<file path="config.mk">
export PLATFORM = sky130hd
export DESIGN_NAME = shift_add_multiplier
export DESIGN_NICKNAME = d
export VERILOG_FILES = /design/src/rtl/mul_pkg.sv /design/src/rtl/shift_add_multiplier_rca.sv /design/src/rtl/shift_add_multiplier.sv
export SDC_FILE = /design/constraint.sdc
export NUM_CORES = 1
export LEC_CHECK = 0
export CORE_UTILIZATION = 35
export DETAILED_ROUTE_END_ITERATION = 8
export GPL_ROUTABILITY_DRIVEN = 1
export PLACE_DENSITY = 0.58
export SKIP_LAST_GASP = 1
export SYNTH_ARGS = -nofsm -noshare
export SYNTH_HDL_FRONTEND = slang
export SYNTH_HIERARCHICAL = 1
export SYNTH_SLANG_ARGS = --single-unit
export TNS_END_PERCENT = 5
</file>
<file path="constraint.sdc">
create_clock -name clk -period 29.5 [get_ports clk]
set_input_delay 7.375 -clock clk [delete_from_list [all_inputs] [get_ports clk]]
set_output_delay 7.375 -clock clk [all_outputs]
set_load 0.05 [all_outputs]
</file>
<file path="src/rtl/mul_pkg.sv">
// Shared definitions for the shift-add multiplier: FSM state encoding and a
// constant-evaluable ceiling log2 used to size the iteration counter.
package mul_pkg;

    localparam logic [1:0] IDLE = 2'd0;
    localparam logic [1:0] RUN  = 2'd1;
    localparam logic [1:0] DONE = 2'd2;

    typedef enum logic [1:0] {
        ST_IDLE = IDLE,
        ST_RUN  = RUN,
        ST_DONE = DONE
    } state_t;

    function automatic int clog2(input int value);
        int r;
        int x;
        r = 0;
        x = value - 1;
        while (x > 0) begin
            r = r + 1;
            x = x >> 1;
        end
        return r;
    endfunction

endpackage

</file>
<file path="src/rtl/shift_add_multiplier_rca.sv">
// N-bit ripple-carry adder: a chain of full adders.
// Serves as the accumulate stage of the shift-add multiplier.
module rca_add_n #(
    parameter int N = 64
) (
    output logic [N-1:0] sum,
    output logic         cout,
    input  logic [N-1:0] x,
    input  logic [N-1:0] y,
    input  logic         cin
);

    logic [N:0] w_c;

    assign w_c[0] = cin;

    for (genvar i = 0; i < N; i++) begin : g_fa
        assign sum[i]   = x[i] ^ y[i] ^ w_c[i];
        assign w_c[i+1] = (x[i] & y[i]) | (w_c[i] & (x[i] ^ y[i]));
    end

    assign cout = w_c[N];

endmodule

</file>
<file path="src/rtl/shift_add_multiplier.sv">
// Sequential unsigned WIDTH x WIDTH shift-add multiplier with start/busy/done handshake.
// Optional early exit when the remaining multiplier is zero: SHIFT_ADD_MUL_EARLY_TERM_EN.
module shift_add_multiplier #(
    parameter int WIDTH = 32
) (
    input  logic               clk,
    input  logic               rst,
    input  logic               start,
    input  logic [WIDTH-1:0]   a,
    input  logic [WIDTH-1:0]   b,
    output logic               busy,
    output logic               done,
    output logic [2*WIDTH-1:0] product
);

    import mul_pkg::*;

    localparam int CNT_W = (clog2(WIDTH) > 0) ? clog2(WIDTH) : 1;

    state_t             r_state;
    logic [2*WIDTH-1:0] r_mcand;
    logic [2*WIDTH-1:0] r_acc;
    logic [2*WIDTH-1:0] r_product;
    logic [WIDTH-1:0]   r_mplier;
    logic [CNT_W-1:0]   r_cnt;
    logic               r_busy;
    logic               r_done;

    logic [2*WIDTH-1:0] w_sum;
    logic               w_cout_unused;
    logic [2*WIDTH-1:0] w_acc_nxt;
    logic [WIDTH-1:0]   w_mplier_nxt;
    logic               w_last;

    rca_add_n #(.N(2*WIDTH)) u_add (
        .sum  (w_sum),
        .cout (w_cout_unused),
        .x    (r_acc),
        .y    (r_mcand),
        .cin  (1'b0)
    );

    assign w_acc_nxt    = r_mplier[0] ? w_sum : r_acc;
    assign w_mplier_nxt = r_mplier >> 1;

`ifdef SHIFT_ADD_MUL_EARLY_TERM_EN
    // No remaining multiplier bits means no further adds can change acc.
    assign w_last = (r_cnt == CNT_W'(WIDTH - 1)) || (w_mplier_nxt == '0);
`else
    assign w_last = (r_cnt == CNT_W'(WIDTH - 1));
`endif

    always_ff @(posedge clk or posedge rst) begin
        if (rst) begin
            r_state   <= ST_IDLE;
            r_mcand   <= '0;
            r_acc     <= '0;
            r_product <= '0;
            r_mplier  <= '0;
            r_cnt     <= '0;
            r_busy    <= 1'b0;
            r_done    <= 1'b0;
        end else begin
            case (r_state)
                ST_IDLE: begin
                    r_done <= 1'b0;
                    if (start) begin
                        r_mcand  <= {{WIDTH{1'b0}}, a};
                        r_mplier <= b;
                        r_acc    <= '0;
                        r_cnt    <= '0;
                        r_busy   <= 1'b1;
                        r_state  <= ST_RUN;
                    end
                end
                ST_RUN: begin
                    r_acc    <= w_acc_nxt;
                    r_mcand  <= r_mcand << 1;
                    r_mplier <= w_mplier_nxt;
                    r_cnt    <= r_cnt + 1'b1;
                    if (w_last) begin
                        r_product <= w_acc_nxt;
                        r_done    <= 1'b1;
                        r_state   <= ST_DONE;
                    end
                end
                ST_DONE: begin
                    r_done  <= 1'b0;
                    r_busy  <= 1'b0;
                    r_state <= ST_IDLE;
                end
                default: begin
                    r_done  <= 1'b0;
                    r_busy  <= 1'b0;
                    r_state <= ST_IDLE;
                end
            endcase
        end
    end

    assign busy    = r_busy;
    assign done    = r_done;
    assign product = r_product;

endmodule

</file>
== Word-level counts from Yosys, hierarchy flattened ==
Index checks and enable logic that the tools add are counted.
Operators by class
  muxes and demuxes: 16
  equal/unequal tests: 4
  bitwise gates (word level): 315
  add/subtract/negate cells: 1
  reductions and logical operators: 6
Operators by type and width (count)
  case mux 64 bit (2 select lines): 2
  2-to-1 mux 64 bit: 3
  bitwise XOR 1 bit: 127
  AND 1 bit: 125
  case mux 32 bit (2 select lines): 1
  bitwise OR 1 bit: 62
  2-to-1 mux 32 bit: 1
  case mux 5 bit (2 select lines): 1
  AND reduction 2 bit: 4
  adder 5 x 1 -> 5 bit, second input constant: 1
  equality test 5 bit, second input constant: 1
  2-to-1 mux 5 bit: 1
  2-to-1 mux 2 bit: 2
  inequality test 2 bit, second input constant: 2
  case mux 2 bit (2 select lines): 1
  2-to-1 mux 1 bit: 3
  equality test 2 x 1 -> 1 bit, second input constant: 1
  zero test 2 bit: 1
  case mux 1 bit (2 select lines): 1
  nonzero test 2 bit: 1
  inverter 1 bit: 1
Storage, ports and cells
  output and inout port bits: 66
  bits in registers: 233
  input port bits: 67

== Longest topological paths before layout ==
  depth in word-level cells: 128
  mapped depth: 70
  depth with buffers taken out: 70

== By module ==
Netlist, hierarchy kept.
Modules (own cells, without submodules)
  shift_add_multiplier: area each 9530.4 µm², times used 1, sequential area each 5830.6 µm², cells each 814
  rca_add_n: area each 1318.8 µm², times used 1, sequential area each 0.0 µm², cells each 74

== Worst setup path after synthesis ==
No wires, ideal clock.
  path type: register to register
  start point: register r_mcand[0]
  end point: register r_product[63] (netlist: product[63])
  library setup time: 0.077 ns
  arrival time: 24.871 ns
  cell stages (with the launch flop): 71
  data required time: 29.423 ns
  path slack: 4.553 ns
  cells stage by stage: dfrtp_1 -> fa_1 -> fa_1 -> fa_1 -> fa_1 -> fa_1 -> fa_1 -> fa_1 -> fa_1 -> fa_1 -> fa_1 -> fa_1 -> fa_1 -> fa_1 -> fa_1 -> fa_1 -> fa_1 -> inv_1 -> [35 not listed] -> fa_1 -> fa_1 -> fa_1 -> fa_1 -> fa_1 -> fa_1 -> fa_1 -> fa_1 -> fa_1 -> fa_1 -> fa_1 -> fa_1 -> fa_1 -> inv_1 -> fa_1 -> inv_1 -> mux2i_1 -> o21ai_1
Between the ends
  cells in the longest elaborated chain, start to end: 127
Ends and longest elaborated chain
  start, declared: RTL line shift_add_multiplier.sv:21  | logic [2*WIDTH-1:0] r_mcand;
  start signal, assigned: RTL line shift_add_multiplier.sv:68  | r_mcand <= {{WIDTH{1'b0}}, a};
  start signal, assigned: RTL line shift_add_multiplier.sv:78  | r_mcand <= r_mcand << 1;
  AND 1 bit (2 in a row): RTL line shift_add_multiplier_rca.sv:19  | assign w_c[i+1] = (x[i] & y[i]) | (w_c[i] & (x[i] ^ y[i]));
  bitwise OR 1 bit: RTL line shift_add_multiplier_rca.sv:19
  AND 1 bit: RTL line shift_add_multiplier_rca.sv:19
  bitwise OR 1 bit: RTL line shift_add_multiplier_rca.sv:19
  AND 1 bit: RTL line shift_add_multiplier_rca.sv:19
  bitwise OR 1 bit: RTL line shift_add_multiplier_rca.sv:19
  AND 1 bit: RTL line shift_add_multiplier_rca.sv:19
  bitwise OR 1 bit: RTL line shift_add_multiplier_rca.sv:19
  [111 not listed]
  bitwise OR 1 bit: RTL line shift_add_multiplier_rca.sv:19
  AND 1 bit: RTL line shift_add_multiplier_rca.sv:19
  bitwise OR 1 bit: RTL line shift_add_multiplier_rca.sv:19
  AND 1 bit: RTL line shift_add_multiplier_rca.sv:19
  bitwise OR 1 bit: RTL line shift_add_multiplier_rca.sv:19
  bitwise XOR 1 bit: RTL line shift_add_multiplier_rca.sv:18  | assign sum[i] = x[i] ^ y[i] ^ w_c[i];
  via w_sum[63]: RTL line shift_add_multiplier.sv:29  | logic [2*WIDTH-1:0] w_sum;
  2-to-1 mux 64 bit: RTL line shift_add_multiplier.sv:43  | assign w_acc_nxt = r_mplier[0] ? w_sum : r_acc;
  end signal, assigned: RTL line shift_add_multiplier.sv:82  | r_product <= w_acc_nxt;
  end, declared: RTL line shift_add_multiplier.sv:23  | logic [2*WIDTH-1:0] r_product;
The timed path passes the listed nets, and every way through them passes these cells.
A chain may end at the register's enable or synchronous reset.

== Final worst setup path ==
Same ends and word-level chain as after synthesis.

==> reports/metrics.csv <==
metric,value,unit
run status,finished clean,
most frequent CP cell,fa_1,
CP max stage delay,440,ps
reg2reg start,r_mcand[0],
FP Rows,64,
via/cell ratio,5.11,
Final WS setup,3470,ps
Post-CTS Hold Fix Bufs,0,
internal cell power,0.000940,W
Final GP Congestion,0.734,
post-DP HPWL,15500,um
RSZ-0062 raised after global routing,false,
Final Non-Filler Cells,1404,
post-synth net total,1020,
Finished Cell Area,0.0132,mm^2
largest net degree at the start of global routing,111,
clock network power share,19.8,%
post-CTS setup repair buffer count,0,
NetSw,0.000666,W
first-pass GRT wire length,40900,um
Final ANT Viol Nets,0,
Mean Syn Cell Area,12.2,um^2
DRC,0,
final worst path period share,88.3,%
# port buffers,132,
clock root buffer master,clkbuf_16,
clock skew,7.91,ps
CTS tree,done,
crit path DAT,26480,ps
drt initial violations,478,
WL final,24400,um
total track usage,16.1,%
Max clock buf depth,3,
Die H,178,um
post_cts resized,0,
Num CTS Buffers,27,
core area,0.0305,mm^2
clk_lat worst skew,520,ps
vias,7172,
Final Net Count,1122,
Max transition margin,38.2,%
Storage cell area,0.00584,mm^2
IO Count,133,
H-Tree Depth,1,
DR pass1 iterations,5,
width of the die,178,um
Final Hold Viols,0,
initial antenna violation count,0,
DP Area,0.0124,mm^2
wire per inst,17.3,um
hold crit path type,reg2reg,
crit end category,flip-flop,
Max Cap Viol,0,
Syn Std Cell Area,0.0108,mm^2
area of the multi-input gates,0.00457,mm^2
Synth warnings,6,
placed insts,1356,
initial cell density of the core,35.5,%
combinational power share,44.2,%
DIE AREA,0.0317,mm^2
clk sinks,233,
Slew @ Worst Pin,927,ps
Worst Setup SP,r_mcand[0],
"Slowest-stage cell, CP",fa_1,
pwr dens,122,mW/mm^2
share of cells above drive strength 1,6.45,%
critical path class,reg2reg,
peak fanout along the critical path,3,
Max VDD drop,62.0,uV
min-delay src,product[15],
CP Launch Type,flip-flop,
Setup TNS Final,0,ps
"Reg clk slew, reported paths",60,ps
grt ovf,0,
final slew viol count,0,
switching share of power,41.5,%
# fillers,2906,
min cycle time layout,26030,ps
Sequential Power Share,36.0,%
CP required,29950,ps
Leakage Power,5.88,nW
f_max,38.4,MHz
number of global-route vias before repair,7788,
Final setup viols,0,
number of antenna diodes,0,
P&R area growth vs syn,21.8,%
Post-Syn Instances,887,
pre-CTS WS,3550,ps
-- layout make-up --
class | count | area share [%]
well taps | 396 | 3.75
repair buffers | 145 | 10.7
clock inverters | 7 | 0.265
flip-flops and latches | 233 | 44.2
clock buffers | 41 | 6.12
multi-input cells | 571 | 34.6
inverters | 11 | 0.369
-- through the flow --
stage / total power, W / utilization, % / hold slack, ps
after global placement: 0.00129 / 40.5 / 467
final: 0.00161 / 43.3 / 480
after detailed placement: 0.00130 / 40.5 / 475
after CTS: 0.00163 / 43.3 / 488
after global routing: 0.00173 / 43.3 / 495
after floorplan: 0.00110 / - / 445
-- final timing paths --
check	depth (start not counted)	slack, ps	end
max	70	3470	product[63]
min	2	480	product[15]
max reg2reg	70	3470	product[63]
min reg2reg	2	480	product[15]
max in group asynchronous	4	19990	r_mplier[0]
min in group asynchronous	2	7400	product[11]
-- power by group through the flow --
stage	sequential [W]	clock (W)	combinational, W
4_1_cts	0.000582	0.000328	0.000719
2_1_floorplan	0.000710	0	0.000388
3_5_place_dp	0.000585	0	0.000718
3_3_place_gp	0.000582	0	0.000704
5_1_grt	0.000604	0.000341	0.000785
6_report	0.000578	0.000318	0.000711
-- worst max-delay path: cells and delay by family, from the launching register on --
family / cells / cell delay, ps
AOI/OAI and AO/OA: 1 / 120
adders and majority gates: 64 / 25000
buffers and inverters: 4 / 280
DFF: 1 / 420
muxes: 1 / 70
-- sequential cells by signal, indices dropped and copies added, names as in the netlist --
name and cells:
busy 1, done 1, product 64, r_acc 64
r_cnt 5, r_mcand 64, r_mplier 32, r_state 2
-- layer usage --
| metal | part of all wire, % | vias up | track usage [%] |
|---|---|---|---|
| met1 | 47 | 3649 | 22.7 |
| li1 | - | 3373 | - |
| met3 | 3.3 | 32 | 1.98 |
| met2 | 48 | 118 | 26.2 |
| met5 | 0 | - | 0 |
| met4 | 2.1 | 0 | 4.13 |
-- placed cells by master (no fill, tap or decap), drive strengths merged, types with 2 or more instances in the layout --
cell	n
dfrtp	233
clkdlybuf4s50	132
nand2	129
o21ai	128
a22o	100
mux2i	64
fa	64
a22oi	62
clkbuf	41
buf	13
inv	11
clkinv	7
nor2	7
a21oi	2
ha	2
nor2b	2
Power figures use the tool's default switching activity.
